### config.mk
export PLATFORM = sky130hd
export DESIGN_NAME = request_unit_flat
export DESIGN_NICKNAME = d
export VERILOG_FILES = /design/src/rtl/control_sel_pkg.sv /design/src/rtl/request_unit_if.sv /design/src/rtl/sat_counter.sv /design/src/rtl/request_unit.sv /design/src/flat_wrapper.sv
export SDC_FILE = /design/constraint.sdc
export NUM_CORES = 1
export LEC_CHECK = 0
export ABC_CLOCK_PERIOD_IN_PS = 2250
export CORE_MARGIN = 4
export CORE_UTILIZATION = 40
export DETAILED_ROUTE_END_ITERATION = 10
export HOLD_SLACK_MARGIN = 0.02
export PLACE_DENSITY = 0.66
export SLEW_MARGIN = 30
export SYNTH_ARGS = -nofsm -noshare
export SYNTH_HDL_FRONTEND = slang
export SYNTH_HIERARCHICAL = 1
export SYNTH_SLANG_ARGS = --single-unit
### constraint.sdc
create_clock -name CLK -period 2.25 [get_ports CLK]
set_input_delay 0.5625 -clock CLK [delete_from_list [all_inputs] [get_ports CLK]]
set_output_delay 0.5625 -clock CLK [all_outputs]
set_load 0.02 [all_outputs]
### src/rtl/control_sel_pkg.sv
// Shared select/state types for the single-cycle datapath.
// Holds the request-unit FSM state encoding and latched memory request.
package control_sel_pkg;

  typedef enum logic [1:0] {
    RU_FETCH = 2'b00,
    RU_DATA  = 2'b01,
    RU_HALT  = 2'b10
  } ru_state_t;

  typedef struct packed {
    logic rd;
    logic wr;
  } ru_req_t;

  localparam ru_req_t RU_REQ_NONE = '{rd: 1'b0, wr: 1'b0};

  function automatic logic ru_is_mem(
    input logic rd,
    input logic wr
  );
    return rd | wr;
  endfunction

endpackage

### src/rtl/request_unit_if.sv
// Datapath-to-cache request/hit signals for the request unit.
// master = request unit, slave = cache side.
interface request_unit_if;

  logic ihit;
  logic dhit;
  logic imemREN;
  logic dmemREN;
  logic dmemWEN;

  modport master (
    input  ihit,
    input  dhit,
    output imemREN,
    output dmemREN,
    output dmemWEN
  );

  modport slave (
    output ihit,
    output dhit,
    input  imemREN,
    input  dmemREN,
    input  dmemWEN
  );

endinterface

### src/rtl/sat_counter.sv
// Up-counter that sticks at all-ones instead of wrapping.
// Used for the request unit's performance counters.
module sat_counter #(
  parameter int W = 32
) (
  input  logic         CLK,
  input  logic         nRST,
  input  logic         inc,
  output logic [W-1:0] cnt
);

  logic w_full;

  assign w_full = &cnt;

  always_ff @(posedge CLK or negedge nRST) begin
    if (!nRST) begin
      cnt <= '0;
    end else if (inc && !w_full) begin
      cnt <= cnt + 1'b1;
    end
  end

endmodule

### src/rtl/request_unit.sv
// Sequences fetch, data access and halt between the datapath and cache.
// Memory strobes come from registered state only; retire pulses are combinational.
module request_unit
  import control_sel_pkg::*;
#(
  parameter int CNT_W = 32
) (
  input  logic              CLK,
  input  logic              nRST,
  request_unit_if.master    dcif,
  input  logic              cu_dREN,
  input  logic              cu_dWEN,
  input  logic              cu_halt,
  output logic              pc_en,
  output logic              rf_wen_ok,
  output logic              halt,
  output logic [CNT_W-1:0]  instr_cnt,
  output logic [CNT_W-1:0]  stall_cnt
);

  ru_state_t r_state;
  ru_state_t w_next;
  ru_req_t   r_req;
  ru_req_t   w_req_next;

  logic w_retire;
  logic w_halt_entry;
  logic w_stall;
  logic w_instr_inc;

  always_comb begin
    w_next       = r_state;
    w_req_next   = r_req;
    w_retire     = 1'b0;
    w_halt_entry = 1'b0;
    w_stall      = 1'b0;
    unique case (r_state)
      RU_FETCH: begin
        if (dcif.ihit) begin
          if (cu_halt) begin
            w_next       = RU_HALT;
            w_halt_entry = 1'b1;
          end else if (ru_is_mem(cu_dREN, cu_dWEN)) begin
            w_next     = RU_DATA;
            w_req_next = '{rd: cu_dREN, wr: cu_dWEN};
          end else begin
            w_retire = 1'b1;
          end
        end else begin
          w_stall = 1'b1;
        end
      end
      RU_DATA: begin
        if (dcif.dhit) begin
          w_retire   = 1'b1;
          w_req_next = RU_REQ_NONE;
          w_next     = RU_FETCH;
        end else begin
          w_stall = 1'b1;
        end
      end
      RU_HALT: begin
        w_next = RU_HALT;
      end
      default: begin
        w_next     = RU_FETCH;
        w_req_next = RU_REQ_NONE;
      end
    endcase
  end

  always_ff @(posedge CLK or negedge nRST) begin
    if (!nRST) begin
      r_state <= RU_FETCH;
      r_req   <= RU_REQ_NONE;
    end else begin
      r_state <= w_next;
      r_req   <= w_req_next;
    end
  end

  // Both strobes may assert together; that upstream error is passed through.
  assign dcif.imemREN = (r_state == RU_FETCH);
  assign dcif.dmemREN = (r_state == RU_DATA) & r_req.rd;
  assign dcif.dmemWEN = (r_state == RU_DATA) & r_req.wr;
  assign halt         = (r_state == RU_HALT);

  assign pc_en     = w_retire;
  assign rf_wen_ok = w_retire;

  assign w_instr_inc = w_retire | w_halt_entry;

  sat_counter #(
    .W (CNT_W)
  ) u_instr_cnt (
    .CLK  (CLK),
    .nRST (nRST),
    .inc  (w_instr_inc),
    .cnt  (instr_cnt)
  );

  sat_counter #(
    .W (CNT_W)
  ) u_stall_cnt (
    .CLK  (CLK),
    .nRST (nRST),
    .inc  (w_stall),
    .cnt  (stall_cnt)
  );

endmodule
### src/flat_wrapper.sv
// flat-port wrapper written by rule: the top's interface ports become plain ports
module request_unit_flat import control_sel_pkg::*;
#(
  parameter int CNT_W = 32
)
  (CLK, nRST, cu_dREN, cu_dWEN, cu_halt, pc_en, rf_wen_ok, halt, instr_cnt, stall_cnt, dcif_ihit, dcif_dhit, dcif_imemREN, dcif_dmemREN, dcif_dmemWEN);
  request_unit_if dcif_i ();
  input  logic CLK;
  input  logic nRST;
  input  logic cu_dREN;
  input  logic cu_dWEN;
  input  logic cu_halt;
  output logic pc_en;
  output logic rf_wen_ok;
  output logic halt;
  output logic [CNT_W-1:0] instr_cnt;
  output logic [CNT_W-1:0] stall_cnt;
  input wire logic [$bits(dcif_i.ihit)-1:0] dcif_ihit;
  input wire logic [$bits(dcif_i.dhit)-1:0] dcif_dhit;
  output wire logic [$bits(dcif_i.imemREN)-1:0] dcif_imemREN;
  output wire logic [$bits(dcif_i.dmemREN)-1:0] dcif_dmemREN;
  output wire logic [$bits(dcif_i.dmemWEN)-1:0] dcif_dmemWEN;
  assign dcif_i.ihit = dcif_ihit;
  assign dcif_i.dhit = dcif_dhit;
  assign dcif_imemREN = dcif_i.imemREN;
  assign dcif_dmemREN = dcif_i.dmemREN;
  assign dcif_dmemWEN = dcif_i.dmemWEN;
  request_unit #(.CNT_W(CNT_W)) u_core (.CLK(CLK), .nRST(nRST), .dcif(dcif_i), .cu_dREN(cu_dREN), .cu_dWEN(cu_dWEN), .cu_halt(cu_halt), .pc_en(pc_en), .rf_wen_ok(rf_wen_ok), .halt(halt), .instr_cnt(instr_cnt), .stall_cnt(stall_cnt));
endmodule
# Yosys cells after proc, flatten, opt, wreduce, memory -nomap -nowiden
# Index checks and enable logic that the tools add are counted.
[totals]
reg_bits = 68
output_inout_bits = 70
[op_classes]
addsub = 2
eq_ne = 7
mux = 20
bitwise_logic = 5
reduce_logical = 9
[ops]
columns = ["operator", "count"]
rows = [
  ["adder 32 x 1 -> 32 bit (second input constant)", 2],
  ["AND reduction 32 bit", 2],
  ["two-way mux 2 bit", 7],
  ["case mux 2 bit (3 select lines)", 2],
  ["two-way mux 1 bit", 9],
  ["inequality test 2 bit (second input constant)", 3],
  ["AND reduction 5 bit", 1],
  ["case mux 1 bit (2 select lines)", 2],
  ["inequality test 3 x 2 -> 1 bit (second input constant)", 1],
  ["AND reduction 3 bit", 1],
  ["bitwise AND 1 bit", 2],
  ["== test 2 x 1 -> 1 bit (second input constant)", 1],
  ["== test 2 bit (second input constant)", 1],
  ["logical AND 1 bit", 2],
  ["logical NOT 1 bit", 2],
  ["logical NOT 2 bit", 1],
  ["inequality test 2 x 1 -> 1 bit (second input constant)", 1],
  ["bitwise OR 1 bit", 2],
  ["inverter 1 bit", 1],
]

# Longest topological paths before layout
# Gate-level depths: netlist of run 1.
[logic_depth]
ltp_word = 7
ltp_mapped = 9
mapped_depth_nobuf = 8

# Modules after synthesis
# Netlist of run 1, hierarchy kept.
[modules_own_cells]
columns = ["mod", "n_inst", "cells_each", "area_per_inst_um2", "seq_area_each_um2"]
rows = [
  ["sat_counter (u_core.u_stall_cnt)", 1, 146, 1580.3, 800.8],
  ["sat_counter (u_core.u_instr_cnt)", 1, 134, 1527.7, 800.8],
  ["request_unit", 1, 36, 315.3, 100.1],
]

# Least setup slack after synthesis of run 1
# Ideal clock, no wire load.
[synth_timing]
kind = "input port to flip-flop"
start = "input dcif_ihit"
end = "register u_core.u_stall_cnt.cnt[21]"
setup_ps = 132
arrival_time_ps = 2082
required_time_ps = 2118
setup_slack_ps = 36
stages = 8
n_path_buf = 0
cell_sequence = "nor2b_4 -> a211o_1 -> inv_1 -> and3_2 -> nand4b_1 -> a211oi_1 -> nand3_1 -> xnor2_1"
[synth_via]
elab_chain_cells = 3
[synth_rtl]
columns = ["item", "line_no", "source"]
rows = [
  ["from (decl)", "flat_wrapper.sv:18", "input wire logic [$bits(dcif_i.ihit)-1:0] dcif_ihit;"],
  ["two-way mux 1 bit", "request_unit.sv:39", "if (dcif.ihit) begin"],
  ["case mux 1 bit (2 select lines)", "request_unit.sv:37", "unique case (r_state)"],
  ["net u_core.w_stall", "request_unit.sv:28", "logic w_stall;"],
  ["logical AND 1 bit", "sat_counter.sv:19", "end else if (inc && !w_full) begin"],
  ["to (signal assigned)", "sat_counter.sv:20", "cnt <= cnt + 1'b1;"],
  ["to (decl)", "sat_counter.sv:9", "output logic [W-1:0] cnt"],
]
# The timed path passes the listed nets, and every way through them passes these cells.
# A chain may end at the register's enable or synchronous reset.

# Worst setup path after layout of run 1
[layout_timing]
start = "input dcif_dhit"
end = "register u_core.u_stall_cnt.cnt[21]"
[layout_via]
elab_chain_cells = 3
[layout_rtl]
columns = ["item", "line_no", "source"]
rows = [
  ["from (decl)", "flat_wrapper.sv:19", "input wire logic [$bits(dcif_i.dhit)-1:0] dcif_dhit;"],
  ["two-way mux 1 bit", "request_unit.sv:54", "if (dcif.dhit) begin"],
  ["case mux 1 bit (2 select lines)", "request_unit.sv:37", ""],
  ["net u_core.w_stall", "request_unit.sv:28", ""],
  ["logical AND 1 bit", "sat_counter.sv:19", ""],
]
# The timed path passes the listed nets, and every way through them passes these cells.

==> flow_summary.json, run 1 <==
{
  "clock-skew-final_ns": 0.00864,
  "p_per_area_nw_per_um2": 607,
  "finalHoldViolCount": 0,
  "critical_path_arrival_ns": 2.36,
  "grt-ovfl-total": 0,
  "core-area_um2": 8260,
  "cts_inserted_buffers": 9,
  "antenna_found_initial": 0,
  "place.gp.congestion": 0.829,
  "ir_drop_v": 0.000580,
  "clk_latency_ns": 0.34,
  "synth_compound_area_share_pct": 6.07,
  "synth_nets": 325,
  "ys_seq_elements": 68,
  "clkPwrFrac_pct": 36.0,
  "synth_area_um2": 3420,
  "postSynth.asyncResetShare_pct": 100,
  "ys_top_cells_by_count": "dfrtp_1 (68), xnor2_1 (46), nand3_1 (32), nand2_1 (27), nand4_1 (21)",
  "combPwrFrac_pct": 15.5,
  "critPathKind": "in -> reg",
  "rows": 33,
  "rr_startpoint": "u_core/r_state[0]",
  "multiInputGateArea_um2": 1710,
  "synthSimpleGateAreaFrac_pct": 26.6,
  "dieWidth_um": 101,
  "end_kind": "register",
  "dp_hpwl_mm": 5.74,
  "reg2reg_depth": 9,
  "r2r_setup_slack_ns": 0.15,
  "cts_tree": "yes",
  "fin_nets": 439,
  "fmax_ghz": 0.470,
  "period_minus_slack_ns": 2.13,
  "cp-startpoint": "dcif_dhit",
  "synth-xor-area-share_pct": 14.3,
  "syn2layout_area_growth_pct": 38.7,
  "via_per_inst": 5.18,
  "initial_core_util_pct": 41.5,
  "yosys.area.top_type": "dfrtp_1",
  "swShare_pct": 27.1,
  "yosys.cell_count.top_type": "dfrtp_1",
  "min_path_type": "in -> async",
  "n_fill_cell": 747,
  "syn_area_per_cell_um2": 10.8,
  "vias": 2795,
  "yosysSeqAreaShare_pct": 49.7,
  "netlist_top_cells_area": "dfrtp_1 (50%), xnor2_1 (12%), nand3_1 (4.7%), nand4_1 (3.8%), nand2_1 (3.0%)",
  "grt_usage_pct": 16.9,
  "grt_max_degree": 69,
  "fin_crit_sh_pct": 94.5,
  "synthMuxAreaShare_pct": 1.10,
  "htreeDepth": 3,
  "wl_per_cell_um": 15.0,
  "maxSlewViolCount": 0,
  "worstReg2RegEnd": "u_core/u_stall_cnt/cnt[21]",
  "ys_warn_count": 6,
  "grt_pass1_vias": 2851,
  "worstMarginPinSlew_ns": 0.436,
  "cts_sinks": 68,
  "synth_fa_ha_area_share_pct": 0.731,
  "synth_cells": 316,
  "drc_errors": 0,
  "fin_area_um2": 4750,
  "power.switching_mw": 0.781,
  "dominantRegCellSynth": "dfrtp_1",
  "netlist.area_leader.share_pct": 49.7,
  "seqPwrFrac_pct": 48.6,
  "max_slew_margin_pct": 70.7,
  "grt_pass1_wl_mm": 13.7,
  "power.internal_mw": 2.10,
  "p_total_mw": 2.88,
  "diodes": 0,
  "placed_area_um2": 4480,
  "postRouteWirelength_mm": 8.11,
  "dr.first_iter.drc_count": 58,
  "io_pins": 77,
  "synth_cell_types": 54,
  "synth_top_family_by_area": "simple AND/OR/NAND/NOR gates",
  "outcome": "complete, no violations",
  "numPortBuffers": 76,
  "clkTransAtPathRegs_ns": 0.08,
  "regArea_um2": 1700,
  "path_max_fanout": 5,
  "p_leak_nw": 2.05,
  "drv_cap": 0,
  "setup_viol": 0,
  "ant_nets": 0,
  "synth_edf_count": 0,
  "start_kind": "input pin",
  "layout-drive-gt1-share_pct": 18.6,
  "root_buffer": "clkbuf_8",
  "cts_buffer_depth": 2,
  "die_h_um": 101,
  "required_ns": 2.48,
  "die_area_um2": 10100,
  "drt-pass1-iter-count": 4
}
## placed cells by master (no fill, tap or decap), types with 2 or more instances in the layout
cell type        netlist  routed
a211o_1                2       2
a211oi_1               2       2
a21oi_1               11       9
a21oi_2                0       2
and2_2                 2       2
and2_4                 1       2
and3_1                14      13
and4_1                 5       5
buf_4                  1      31
clkbuf_8               0      11
clkdlybuf4s50_1        0      64
clkinv_2               0       2
dfrtp_1               68      67
dlygate4sd2_1          0       4
dlymetal6s2s_1         0       4
ha_1                   2       2
inv_1                  5       4
mux2_2                 2       2
nand2_1               27      27
nand3_1               32      31
nand3_2                1       2
nand3b_1               3       3
nand4_1               21      21
nor2_1                18      17
nor3_1                 6       5
nor3_2                 1       2
o211ai_1               2       2
o311ai_0               2       2
xnor2_1               46      46
xor2_1                10      10
## layout make-up
cell class,count,area share [%]
timing repair buffer,106,20.8
multi-input combinational,240,35.9
clock inverter,4,1.00
tap,105,2.77
clock buffer,12,3.27
sequential,68,35.9
inverter,5,0.395
## state kept, by name (all words and copies together) (netlist names)
signal                  flops
u_core/r_req                2
u_core/u_instr_cnt/cnt     32
u_core/r_state              2
u_core/u_stall_cnt/cnt     32
## power by group through the flow
| stage | registers, mW | clock network, mW | logic [mW] |
|---|---|---|---|
| floorplan | 1.48 | 0 | 0.139 |
| global placement | 1.42 | 0 | 0.439 |
| detailed placement | 1.42 | 0 | 0.449 |
| CTS | 1.40 | 1.06 | 0.451 |
| global route | 1.42 | 1.11 | 0.487 |
| finish | 1.40 | 1.04 | 0.446 |
## repair_timing
item | 4_1_cts | 5_1_grt
endpoints found under the setup margin | 42 | 27
pin swaps | 10 | 8
resized for setup | 23 | 9
hold buffers | 0 | 0
buffers inserted | 2 | 3
## layer usage
| layer | track usage [%] | part of all wire [%] | vias to the layer above |
|---|---|---|---|
| met2 | 27.6 | 49 | 62 |
| met5 | 0 | 0 | - |
| met4 | 5.60 | 1.5 | 0 |
| met1 | 22.6 | 45 | 1354 |
| li1 | - | - | 1368 |
| met3 | 3.32 | 4.0 | 11 |
## worst max-delay path, cell delays in order
cell,delay (ns)
dlygate4sd2_1,0.25
a211o_1,0.33
inv_2,0.09
and3_2,0.21
nand4b_1,0.21
a211oi_1,0.29
buf_4,0.17
nand3_1,0.09
xnor2_1,0.14
## cell families (layout without fill, tap and decap cells)
| kind of cell | count (synthesis) | after routing |
|---|---|---|
| AO/OA/AOI/OAI | 27 | 27 |
| multiplexers | 3 | 3 |
| AND/OR/NAND/NOR | 152 | 152 |
| adder cells (fa/ha/maj) | 2 | 2 |
| XOR/XNOR | 56 | 56 |
| flip-flops | 68 | 68 |
| buffers and inverters | 8 | 127 |
## stage by stage
stage	worst slack [ns]	setup TNS [ns]	instances	hold WS (ns)	utilization, %
3_5_place_dp	-0.563	-22.44	519	0.487	54.3
5_1_grt	-0.00174	-0.00339	540	0.260	57.5
6_report	0.125	0	540	0.222	57.5
3_3_place_gp	-0.553	-22.20	519	0.478	54.3
2_1_floorplan	0.0360	0	316	0.267	-
4_1_cts	0.000945	0	537	0.242	57.1
## worst max-delay path by stage
stage / end / slack (ns)
3_5_place_dp: u_core/u_stall_cnt/cnt[22] / -0.56
2_1_floorplan: u_core/u_stall_cnt/cnt[21] / 0.04
4_1_cts: dcif_imemREN / 0.0009
5_1_grt: u_core/u_stall_cnt/cnt[18] / -0.002
3_3_place_gp: u_core/u_stall_cnt/cnt[21] / -0.55
6_report: u_core/u_stall_cnt/cnt[21] / 0.12
Power figures use the tool's default switching activity.
==> run 2, diff against run 1 <==
--- a/config.mk
+++ b/config.mk
@@ -5,7 +5,6 @@
 export SDC_FILE = /design/constraint.sdc
 export NUM_CORES = 1
 export LEC_CHECK = 0
-export ABC_CLOCK_PERIOD_IN_PS = 2250
 export CORE_MARGIN = 4
 export CORE_UTILIZATION = 40
 export DETAILED_ROUTE_END_ITERATION = 10
==> results of run 2 <==
Same layout as run 1: the final DEF is identical, and so are final timing and power.
